[src/rtl/rom_read_arbiter.sv]
// Round-robin arbiter that shares one synchronous ROM read port among N_REQ draw units.
// Each returned ROM word goes back to the requester that issued the read, with a one-hot rd_valid.
module rom_read_arbiter #(
    parameter int N_REQ       = 4,
    parameter int ADDR_WIDTH  = 20,
    parameter int DATA_WIDTH  = 12,
    parameter int ROM_LATENCY = 1
) (
    input  logic                        clk,
    input  logic                        rst_n,
    input  logic [N_REQ-1:0]            req,
    input  logic [N_REQ*ADDR_WIDTH-1:0] addr_in,
    output logic [N_REQ-1:0]            gnt,
    output logic [ADDR_WIDTH-1:0]       rom_addr,
    input  logic [DATA_WIDTH-1:0]       rom_dout,
    output logic [N_REQ-1:0]            rd_valid,
    output logic [DATA_WIDTH-1:0]       rd_data,
    output logic                        busy
);

    localparam int IDX_W = $clog2(N_REQ);
    typedef logic [IDX_W-1:0] idx_t;

    localparam logic [N_REQ-1:0] ONE_HOT0 = {{(N_REQ-1){1'b0}}, 1'b1};

    idx_t                   ptr;
    idx_t                   gnt_idx;
    logic [N_REQ-1:0]       elig;
    logic                   any_elig;
    idx_t                   win_idx;
    int                     cand;
    logic [ROM_LATENCY-1:0] pipe_v;
    idx_t                   pipe_idx [ROM_LATENCY];

    // The currently granted requester is masked so it is not granted again while it drops req.
    assign elig = req & ~gnt;

    // NOTE: every combinational output gets a default first, so no path leaves it unassigned and no latch is inferred.
    always_comb begin
        any_elig = 1'b0;
        win_idx  = '0;
        cand     = 0;
        for (int k = 0; k < N_REQ; k++) begin
            cand = int'(ptr) + k;
            if (cand >= N_REQ) cand = cand - N_REQ;
            if (!any_elig && elig[idx_t'(cand)]) begin
                any_elig = 1'b1;
                win_idx  = idx_t'(cand);
            end
        end
    end

    // NOTE: sequential state uses non-blocking assignments so every register samples pre-edge values.
    always_ff @(posedge clk or negedge rst_n) begin
        if (!rst_n) begin
            gnt      <= '0;
            gnt_idx  <= '0;
            rom_addr <= '0;
            ptr      <= '0;
        end else if (any_elig) begin
            gnt      <= ONE_HOT0 << win_idx;
            gnt_idx  <= win_idx;
            rom_addr <= addr_in[int'(win_idx)*ADDR_WIDTH +: ADDR_WIDTH];
            ptr      <= (win_idx == idx_t'(N_REQ-1)) ? '0 : win_idx + idx_t'(1);
        end else begin
            gnt <= '0;
        end
    end

    // Issue tracker: stage 0 holds the read the ROM sampled at the last edge; the last stage lines up with valid rom_dout.
    // NOTE: the tracker is only ROM_LATENCY entries deep, so it is reset outright to drop in-flight reads.
    always_ff @(posedge clk or negedge rst_n) begin
        if (!rst_n) begin
            pipe_v <= '0;
            for (int i = 0; i < ROM_LATENCY; i++) pipe_idx[i] <= '0;
        end else begin
            for (int i = ROM_LATENCY-1; i > 0; i--) begin
                pipe_v[i]   <= pipe_v[i-1];
                pipe_idx[i] <= pipe_idx[i-1];
            end
            pipe_v[0]   <= |gnt;
            pipe_idx[0] <= gnt_idx;
        end
    end

    always_ff @(posedge clk or negedge rst_n) begin
        if (!rst_n) begin
            rd_valid <= '0;
            rd_data  <= '0;
        end else if (pipe_v[ROM_LATENCY-1]) begin
            rd_valid <= ONE_HOT0 << pipe_idx[ROM_LATENCY-1];
            rd_data  <= rom_dout;
        end else begin
            rd_valid <= '0;
        end
    end

    assign busy = (|gnt) | (|pipe_v);

endmodule
[config.mk]
export PLATFORM = sky130hd
export DESIGN_NAME = rom_read_arbiter
export DESIGN_NICKNAME = d
export VERILOG_FILES = /design/src/rtl/rom_read_arbiter.sv
export SDC_FILE = /design/constraint.sdc
export NUM_CORES = 1
export LEC_CHECK = 0
export BUFFER_PORTS_ARGS = -buffer_cell sky130_fd_sc_hd__buf_2
export CAP_MARGIN = 10
export CORE_ASPECT_RATIO = 1.5
export CORE_UTILIZATION = 45
export CTS_BUF_LIST = sky130_fd_sc_hd__clkbuf_16
export CTS_CLUSTER_DIAMETER = 60
export CTS_CLUSTER_SIZE = 12
export DETAILED_ROUTE_END_ITERATION = 6
export GPL_TIMING_DRIVEN = 1
export PLACE_DENSITY = 0.8
export SLEW_MARGIN = 20
export SYNTH_ARGS = -nofsm -noshare
export SYNTH_HDL_FRONTEND = slang
export SYNTH_SLANG_ARGS = --single-unit
[constraint.sdc]
create_clock -name clk -period 2.78 [get_ports clk]
set_clock_uncertainty 0.1 [all_clocks]
set_input_delay 0.417 -clock clk [delete_from_list [all_inputs] [get_ports clk]]
set_output_delay 0.417 -clock clk [all_outputs]
set_load 0.05 [all_outputs]
==> flow_summary_export.csv <==
group,metric,value,unit
timing,fmax,403,MHz
clock_network,clockBufferDepth,2,
critical_path,max_stage_delay,0.53,ns
timing,slew_violations,0,
clock_network,cts_tree,"done",
timing,worst_slew_pin_slew,0.592,ns
floorplanning,initial_utilization,47.3,%
floorplanning,fp-row-count,33,
logic_synthesis,netlist_instances,241,
global_route,gr-usage-all-layers,21.7,%
clock_network,clkSinkCount,47,
critical_path,reg2reg_depth,6,
logic_synthesis,yosysTopAreaCell,"dfrtp_1",
floorplanning,coreArea,0.00557,sq mm
detailed_routing,wl_met2,3690,um
critical_path,critPathBufInv,1,
floorplanning,pin_count,139,
timing,post-route-min-period,2.48,ns
flow_run,cap_violations,0,
critical_path,crit_slowest_cell,"a21oi_4",
detailed_routing,vias_per_cell,5.42,
power,ir_worst_vdd,0.000659,V
critical_path,arrival,2.55,ns
floorplanning,die_w,64.5,um
final_layout,area_delta_synth_final,34.7,%
logic_synthesis,synth.top_cell.area_share,44.6,%
power,cellLeakagePower,0.00180,uW
clock_network,worstSkewPairLatency,0.28,ns
logic_synthesis,syn-cell-area,0.00264,sq mm
clock_network,clk_pin_slew,0.06,ns
critical_path,required,2.85,ns
detailed_routing,via_count,2396,
detailed_routing,route.detailed.drc,0,
clock_network,ctsRootBufferMaster,"clkbuf_16",
place,place.gp.congestion,0.714,
timing,finalSetupViolCount,0,
final_layout,diodes,0,
critical_path,worstPathCellList,"nand2b_1 -> a21oi_4 -> a22oi_4 -> inv_2 -> ha_1 -> mux2_2",
detailed_routing,wl_met1,2520,um
logic_synthesis,syn_nets,340,
power,pwr_density_cell,1400,mW/mm^2
global_route,grt_max_degree,48,
global_route,grt_pass1_wl,10300,um
clock_network,cts_max_level,2,
logic_synthesis,synthTopCellsByArea,"dfrtp_1, a211oi_2, mux2i_1",
min_path,hold_path.class,"in -> async",
clock_network,post-cts-setup-buffers,0,
critical_path,path_class,"reg -> reg",
timing,period_share,89.3,%
global_route,grt_antenna_before_repair,0,
timing,relSlewSlack,60.5,%
place,numPortBuffers,138,
final_layout,stdcell_count,442,
detailed_routing,drt_iter0_markers,169,
critical_path,critPathTopFamily,"compound AO/OA/AOI/OAI gates",
detailed_routing,ant_nets,0,
global_route,grt_pass1_vias,2271,
critical_path,startpoint_type,"flip-flop",
clock_network,numCtsBuffers,5,
detailed_routing,wl_met3,351,um
logic_synthesis,yosys_warnings,0,
logic_synthesis,synth_seq_area_share,44.6,%
timing,hold_viol_final,0,
timing,tns,0,ns
final_layout,final_cell_mix,"buf_2, dfrtp_1, nor2_1",
final_layout,drive_gt1_share,53.0,%
critical_path,critical_path_depth,6,
logic_synthesis,synth_seq_cells,47,
final_layout,area.sequential,0.00118,sq mm
detailed_routing,top_layer_used,"met4",
critical_path,path_max_fanout,24,
final_layout,multi_input_area,0.00129,sq mm
status,status,"finished clean",
floorplanning,die-area,0.00618,sq mm
final_layout,finalNetCount,470,
place,dp.cells,434,
critical_path,cp-end-kind,"flip-flop",
detailed_routing,wirelength,6670,um
floorplanning,die_h,95.8,um
global_route,grt_overflow,0,
detailed_routing,drtPass1Iterations,4,
timing,rsz0062_at_grt,"false",
detailed_routing,wire_per_inst,15.1,um
final_layout,layout_commonest_cell,"buf_2",
logic_synthesis,avgSynthCellArea,10.9,sq um
final_layout,fillers,469,
place,dp_hpwl,4940,um
logic_synthesis,synth_cell_types,34,
critical_path,r2r_setup_slack,0.30,ns
## per-layer routing
metal | track usage [%] | up-vias
met5 | 0 | -
met2 | 40.8 | 102
li1 | - | 1148
met3 | 3.32 | 12
met1 | 24.6 | 1134
met4 | 7.41 | 0
## Yosys cell counts
cell type  number
dfrtp_1        47
nor2_1         25
inv_1          24
a211oi_1       20
a211oi_2       20
a221oi_1       20
mux2i_1        20
mux2_2         13
clkbuf_1       12
buf_2           4
nor2b_1         4
a21oi_1         3
buf_6           3
o21ai_0         3
nand2_1         2
nand2b_1        2
nor3b_1         2
a2111oi_2       1
a21boi_1        1
a22oi_4         1
and2_1          1
and2_4          1
and3_1          1
and3b_1         1
buf_4           1
clkbuf_4        1
ha_1            1
inv_2           1
nor3b_2         1
o21a_1          1
o32ai_2         1
or2_2           1
or4_1           1
or4_4           1
## kinds of logic after synthesis
logic type / share of synthesized area (%)
AOI/OAI and AO/OA: 25.5
adders and majority gates: 0.474
buffers and inverters: 7.87
DFF: 44.6
muxes: 13.1
and+or+nand+nor: 8.40
## flip-flops by register name, summed over array words and instances, names as in the netlist
signal    flops
gnt           4
ptr           2
rom_addr     20
rd_valid      4
gnt_idx       2
pipe_v        1
pipe_idx      2
rd_data      12
## report_power, final
part,leakage [uW],internal [uW],switching (uW)
Combinational,0.00116,995,2080
Clock,0.0000838,424,249
Sequential,0.000556,1020,223
Total,0.00180,2440,2550
## cell type report
| class | instances | area share, % |
|---|---|---|
| multi-input cells | 148 | 36.2 |
| flip-flops and latches | 47 | 33.1 |
| repair buffers | 144 | 20.8 |
| clock buffers | 5 | 3.52 |
| inverters | 25 | 2.64 |
| well taps | 70 | 2.47 |
| clock inverters | 3 | 1.23 |
## worst reg2reg max path, stage by stage, from the launching register on
cell      delay, ns
dfrtp_1        0.40
nand2b_1       0.26
a21oi_4        0.53
a22oi_4        0.17
inv_2          0.34
ha_1           0.31
mux2_2         0.26
## path summary, 6_finish.rpt
kind                              from           to
min reg2reg                 gnt_idx[1]  pipe_idx[1]
max reg2reg                     gnt[1]       ptr[1]
min in group clk           rom_dout[3]   rd_data[3]
min                              rst_n   rd_data[2]
max                             gnt[1]       ptr[1]
max in group asynchronous        rst_n       ptr[1]
## per-stage QoR
step                setup WS, ns  hold slack (ns)  area (sq um)  power [uW]  utilization (%)
finish                     0.299           0.0351          3550        4990             63.7
global route               0.133           0.0821          3550        5280             63.7
CTS                       0.0690            0.258          3540        5010             63.5
detailed placement        0.0114            0.271          3370        4320             60.5
global placement          0.0799            0.260          3370        4260             60.5
floorplan                  0.393           0.0214          2640        3680                -
## repair_timing
item	4_1_cts	5_1_grt
hold buffers	0	0
setup endpoints to repair	0	2
gates resized for setup	0	1
(Power assumes the default switching activity.)
